`src/rtl/uart_rx.sv`:
```
// uart_rx: 8N1 UART receiver with a single-entry receive buffer.
//
// The asynchronous rx line passes through a two-flop synchroniser. A low level
// starts a frame, and the start bit is re-checked at mid-bit. Data bits are then
// sampled LSB first at mid-bit using the same integer baud divider as the
// transmitter. A good stop bit loads the byte into the buffer. A bad stop bit
// pulses frame_err, and the receiver then waits for the line to return high.
//
// Ports:
//   clk       system clock, rising edge
//   rst_n     synchronous active-low reset
//   rx        asynchronous serial input, idles high
//   rd_en     read strobe, consumes the buffered byte
//   rx_data   last good byte received (not cleared by a read)
//   rx_valid  buffer holds an unread byte
//   frame_err one-cycle pulse on a bad stop bit
//   overrun   sticky: an unread byte was overwritten (cleared by a read)
//   rx_busy   receiver FSM is not idle (registered)
module uart_rx #(
  parameter int unsigned CLK_FREQ = 25_000_000,
  parameter int unsigned BAUD     = 9600
) (
  input  logic       clk,
  input  logic       rst_n,
  input  logic       rx,
  input  logic       rd_en,
  output logic [7:0] rx_data,
  output logic       rx_valid,
  output logic       frame_err,
  output logic       overrun,
  output logic       rx_busy
);

  localparam int unsigned BAUD_CNT_MAX = (CLK_FREQ / BAUD) - 1;
  localparam int unsigned HALF_CNT     = BAUD_CNT_MAX / 2;
  localparam int unsigned CW = (BAUD_CNT_MAX < 1) ? 1 : $clog2(BAUD_CNT_MAX + 1);

  localparam logic [CW-1:0] CNT_MAX  = CW'(BAUD_CNT_MAX);
  localparam logic [CW-1:0] CNT_HALF = CW'(HALF_CNT);

  typedef enum logic [2:0] {
    IDLE  = 3'd0,
    START = 3'd1,
    DATA  = 3'd2,
    STOP  = 3'd3,
    BRK   = 3'd4
  } state_t;

  state_t        state, state_nxt;
  logic [1:0]    sync;
  logic          rx_s;
  logic [CW-1:0] baud_cnt, cnt_nxt;
  logic [2:0]    bit_cnt, bit_nxt;
  logic [7:0]    shift, shift_nxt;
  logic          load;
  logic          ferr;

  assign rx_s = sync[1];

  always_ff @(posedge clk) begin
    if (!rst_n) sync <= 2'b11;
    else        sync <= {sync[0], rx};
  end

  always_comb begin
    state_nxt = state;
    cnt_nxt   = baud_cnt + CW'(1);
    bit_nxt   = bit_cnt;
    shift_nxt = shift;
    load      = 1'b0;
    ferr      = 1'b0;
    case (state)
      IDLE: begin
        cnt_nxt = '0;
        if (!rx_s) state_nxt = START;
      end
      START: begin
        if (baud_cnt == CNT_HALF) begin
          cnt_nxt = '0;
          if (!rx_s) begin
            state_nxt = DATA;
            bit_nxt   = '0;
          end else begin
            // Start bit gone by mid-bit: a glitch, drop it silently.
            state_nxt = IDLE;
          end
        end
      end
      DATA: begin
        if (baud_cnt == CNT_MAX) begin
          cnt_nxt   = '0;
          shift_nxt = {rx_s, shift[7:1]};
          bit_nxt   = bit_cnt + 3'd1;
          if (bit_cnt == 3'd7) state_nxt = STOP;
        end
      end
      STOP: begin
        if (baud_cnt == CNT_MAX) begin
          cnt_nxt = '0;
          if (rx_s) begin
            load      = 1'b1;
            state_nxt = IDLE;
          end else begin
            ferr      = 1'b1;
            state_nxt = BRK;
          end
        end
      end
      BRK: begin
        // Held-low line after a bad stop bit must not look like a new start.
        cnt_nxt = '0;
        if (rx_s) state_nxt = IDLE;
      end
      default: begin
        cnt_nxt   = '0;
        state_nxt = IDLE;
      end
    endcase
  end

  always_ff @(posedge clk) begin
    if (!rst_n) begin
      state     <= IDLE;
      rx_busy   <= 1'b0;
      baud_cnt  <= '0;
      bit_cnt   <= '0;
      shift     <= '0;
      rx_data   <= '0;
      rx_valid  <= 1'b0;
      frame_err <= 1'b0;
      overrun   <= 1'b0;
    end else begin
      state     <= state_nxt;
      rx_busy   <= (state_nxt != IDLE);
      baud_cnt  <= cnt_nxt;
      bit_cnt   <= bit_nxt;
      shift     <= shift_nxt;
      frame_err <= ferr;
      if (rd_en && rx_valid) begin
        rx_valid <= 1'b0;
        overrun  <= 1'b0;
      end
      // Load wins over a same-cycle read for rx_valid; the read still
      // clears overrun because it suppresses the overrun set.
      if (load) begin
        rx_data  <= shift;
        rx_valid <= 1'b1;
        if (rx_valid && !rd_en) overrun <= 1'b1;
      end
    end
  end

endmodule
```
`config.mk`:
```
export PLATFORM = sky130hd
export DESIGN_NAME = uart_rx
export DESIGN_NICKNAME = d
export VERILOG_FILES = /design/src/rtl/uart_rx.sv
export SDC_FILE = /design/constraint.sdc
export NUM_CORES = 1
export LEC_CHECK = 0
export CAP_MARGIN = 5
export CORE_AREA = 2 2 75 70
export CTS_BUF_LIST = sky130_fd_sc_hd__clkbuf_4 sky130_fd_sc_hd__clkbuf_8
export DETAILED_ROUTE_END_ITERATION = 10
export DIE_AREA = 0 0 77 72
export GPL_TIMING_DRIVEN = 1
export PLACE_DENSITY = 0.56
export SLEW_MARGIN = 0
export SYNTH_ARGS = -nofsm -noshare
export SYNTH_HDL_FRONTEND = slang
export SYNTH_SLANG_ARGS = --single-unit
```
`constraint.sdc`:
```
create_clock -name clk -period 1.81 [get_ports clk]
set_input_delay 0.181 -clock clk [delete_from_list [all_inputs] [get_ports clk]]
set_output_delay 0.181 -clock clk [all_outputs]
set_load 0.005 [all_outputs]
```
# Word level (Yosys, flattened, before mapping)
# Cells that the tools add are included.
totals:
  reg_bits: 40
  in_bits: 4
op_classes:
  add_sub_neg: 2
  n_eq_ne: 10
  muxes: 25
  reduce_logical: 11
op_table:
  columns: ["op", "n"]
  rows:
  - ["$mux W3", 10]
  - ["$mux W12", 2]
  - ["$pmux W12 S2", 1]
  - ["$pmux W3 S5", 1]
  - ["$add A12 B1 Y12 const B", 1]
  - ["$eq A12 B11 Y1 const B", 1]
  - ["$eq A12 B12 Y1 const B", 1]
  - ["$mux W1", 9]
  - ["$eq A3 B2 Y1 const B", 2]
  - ["$eq A3 B3 Y1 const B", 2]
  - ["$ne A2 B2 Y1 const B", 3]
  - ["$pmux W3 S2", 1]
  - ["$reduce_and A4 Y1", 1]
  - ["$reduce_bool A2 Y1", 2]
  - ["$add A3 B1 Y3 const B", 1]
  - ["$eq A3 B1 Y1 const B", 1]
  - ["$logic_not A3 Y1", 1]
  - ["$reduce_and A3 Y1", 1]
  - ["$reduce_bool A3 Y1", 1]
  - ["$logic_and A1 B1 Y1", 2]
  - ["$mux W2", 1]
  - ["$reduce_and A2 Y1", 1]
  - ["$reduce_or A2 Y1", 1]
  - ["$logic_not A1 Y1", 1]

# Longest topological paths before layout
logic_depth:
  ltp_word: 5
  depth_mapped: 7
  ltp_nobuf: 6

# Worst setup path after synthesis
# No wires, ideal clock.
synth_timing:
  kind: "register to register"
  from: "register baud_cnt[0]"
  to: "register rx_busy"
  setup_ns: 0.131
  arrival_time_ns: 1.425
  required_time_ns: 1.679
  path_slack_ns: 0.254
  path_stages_with_launch: 7
  path_buffers: 1
  period_less_slack_ns: 1.556
  cell_sequence: "dfxtp_1 -> ha_1 -> and4bb_4 -> and3_4 -> buf_6 -> a221oi_2 -> a31oi_1"
synth_between:
  elab_chain_len: 4
  word_cells_on_any_way: 7
  cone_classes: "2 x eq/ne; 4 x mux; 1 x reduce/logical"
synth_rtl:
  columns: ["element", "line", "rtl"]
  rows:
  - ["start: declaration", "52", "logic [CW-1:0] baud_cnt, cnt_nxt;"]
  - ["start signal: assignment", "135", "baud_cnt <= cnt_nxt;"]
  - ["$eq A12 B12 Y1 / $eq A12 B11 Y1 (equally long branches)", "90, 98, 78", null]
  - ["$mux W3 (on tied branches)", "98, 78, 90", null]
  - ["$pmux W3 S5 (*)", "72", "case (state)"]
  - ["$reduce_bool A3 Y1 (*)", "134", "rx_busy <= (state_nxt != IDLE);"]
  - ["end signal: assignment", "134", null]
  - ["end: declaration", "31", "output logic rx_busy"]
# Every way passes the cells marked *; elsewhere a longest branch is shown, timed or not.
# A chain may end at the register's enable or synchronous reset.

# Worst setup path after layout
# Ends and elaborated chain as after synthesis.

==> results_dict.tcl <==
set metrics [dict create \
    run_status "finished, final reports clean" \
    syn-cell-area_mm2 0.001851 \
    hold_depth 1 \
    hold_path.class "reg -> reg" \
    wl_met3_um 167 \
    synth_compound_area_frac 0.09736 \
    wl_met2_mm 1.447 \
    vias 1403 \
    tightest_slew_ns 0.4597 \
    finalHoldViolCount 0 \
    m1WireLength_mm 1.814 \
    tns_ns 0 \
    netlist_instances 196 \
    yosysMostFrequentCell "dfxtp_1" \
    maxCapViolations 0 \
    p_leak_nw 0.7956 \
    synth_mux_area_frac 0.05950 \
    synth_edf_count 0 \
    ant_nets 0 \
    yosysTopAreaCell "dfxtp_1" \
    min_period_ns 1.683 \
    routed_wirelength_mm 3.496 \
    grt_max_degree 29 \
    synth_cell_types 44 \
    ctsResizeCount 0 \
    synth_top_family_by_area "simple AND/OR/NAND/NOR gates" \
    drv_slew 0 \
    rsz0062_at_grt "no" \
    cp_data_arrival_time_ns 1.86 \
    top_layer "met4" \
    crit_path_start_kind "flip-flop" \
    yosys_warnings 0 \
    period_share 0.9300 \
    synth.area.top_cells "dfxtp_1, mux2i_1, nand3_1" \
    area_growth_pct 18.86 \
    diodes 0 \
    portBuffers 15 \
    core_mm2 0.004745 \
    netlist_top_cells_count "dfxtp_1, nor2_1, nand2_1, nand3_1, mux2i_1" \
    dp_hpwl_mm 2.406 \
    total_power_mw 1.714 \
    die_y_um 72 \
    clock_path_buffers 2 \
    path_cells "ha_1 > and4bb_4 > a41oi_1 > a221oi_2 > a31oi_1" \
    place_ws_ns 0.1288 \
    die_area_mm2 0.005544 \
    cts.sinks 40 \
    power_density_mw_per_mm2 779.2 \
    synth_fa_ha_area_frac 0.02705 \
    die_w_um 77 \
    cts_tree "built" \
    timing.final.ws_setup_ns 0.1267 \
    async_flop_share 0 \
    place_congestion 0.8645 \
    grt_pass1_vias 1318 \
    fin_nets 222 \
    yosysTopAreaCellShare 0.4327 \
    cts_hold_buf 0 \
    r2r_cells 5 \
    syn_nets 204 \
    crit_path_end_kind "flip-flop" \
    clock_latency_ns 0.30 \
    clock_skew_ns 0.004867 \
    post_cts_buffers 0 \
    slew_headroom 0.6922 \
    routedWlPerCell_um 12.49 \
    slowest_delay_ns 0.42 \
    start_util 0.3900 \
    worstPathRequired_ns 1.98 \
    synth_ff_type "dfxtp_1" \
    syn_area_per_cell_um2 9.441 \
    overflow 0 \
    ys_seq_elements 40 \
    antenna_found_initial 0 \
    drive_gt1_frac 0.1163 \
    drc_errors 0 \
    critical_path_class "reg -> reg" \
    irDropWorstVdd_mv 0.3532 \
    finalSetupViolCount 0 \
    grt_util_all_layers 0.1394 \
    fillers 485 \
    grt_first_pass_wirelength_mm 6.113 \
    drtPass1Iterations 4 \
    slowest_stage "dfxtp_1" \
    cts.htree.levels 2 \
    boundaryPins 16 \
    fmax_mhz 594.1 \
    path_clk_slew_ns 0.08 \
    drtIter0Drc 88 \
    yosys.area_share.xor_xnor 0.04733 \
    ys_seq_area_frac 0.4327 \
    cp_max_fo 6 \
    cts_root_buf "clkbuf_8" \
    viasPerCell 5.011 \
    cts_made_buffers 5 \
    synthSimpleGateAreaFrac 0.2955 \
    fp-row-count 24 \
]
layout by cell type, fill, tap and decap left out, drive strengths merged, types with 3 or more instances in the layout:
master | synthesis | layout
a21boi | 9 | 9
and4bb | 3 | 3
buf | 5 | 7
clkbuf | 6 | 6
clkdlybuf4s50 | 0 | 15
dfxtp | 40 | 40
ha | 4 | 4
inv | 5 | 5
mux2i | 11 | 11
nand2 | 18 | 18
nand2b | 6 | 6
nand3 | 18 | 18
nand4 | 7 | 7
nor2 | 19 | 19
nor2b | 8 | 8
nor3 | 3 | 3
nor3b | 3 | 3
xnor2 | 8 | 8
power breakdown:
group	total [mW]	switching (mW)	internal [mW]
sequential	0.889	0.00526	0.884
combinational	0.0476	0.0234	0.0242
clock	0.777	0.326	0.451
total	1.71	0.355	1.36
critical path: cells and delay by family, from the launching register on:
family                     cells  cell delay [ns]
adders and majority gates      1             0.27
and+or+nand+nor                1             0.31
DFF                            1             0.42
AOI/OAI and AO/OA              3             0.56
state kept, by name, summed over array words and instances (netlist names), named ones only:
register and cells:
rx_data 8, state 3, sync 2, rx_valid 1, frame_err 1, shift 8, baud_cnt 12, rx_busy 1
bit_cnt 3
metrics by stage:
step	instance area, µm²	cells	utilization	hold WS (ns)
final	2200	280	0.4636	0.4135
after global routing	2200	280	0.4636	0.4530
after CTS	2200	280	0.4636	0.4173
after detailed placement	2078	272	0.4380	0.3973
after global placement	2078	272	0.4380	0.3956
after floorplan	1851	196	-	0.2825
worst paths after layout:
path / start / slack [ns] / to
worst max-delay path: baud_cnt[0] / 0.13 / rx_busy
worst min-delay path: sync[0] / 0.41 / sync[1]
worst max register to register: baud_cnt[0] / 0.13 / rx_busy
worst min register to register: sync[0] / 0.41 / sync[1]
layout make-up:
class,count,area (µm²),area share
multi-input cells,140,974.7,0.4431
repair buffers,22,202.7,0.09215
clock buffers,6,82.58,0.03754
clock inverters,2,38.79,0.01763
inverters,5,18.77,0.008532
well taps,65,81.33,0.03697
flip-flops and latches,40,800.8,0.3640
logic make-up after synthesis:
family                     after synthesis
muxes                                   11
adders and majority gates                4
xor gates and xnor gates                10
DFF                                     40
AOI/OAI and AO/OA                       21
buffers and inverters                   16
and+or+nand+nor                         94
layer usage:
layer	GRT usage	vias to the layer above
li1	-	719
met2	0.2115	36
met4	0.05952	0
met3	0.03731	5
met5	0	-
met1	0.1892	643
Power figures use the tool's default switching activity.
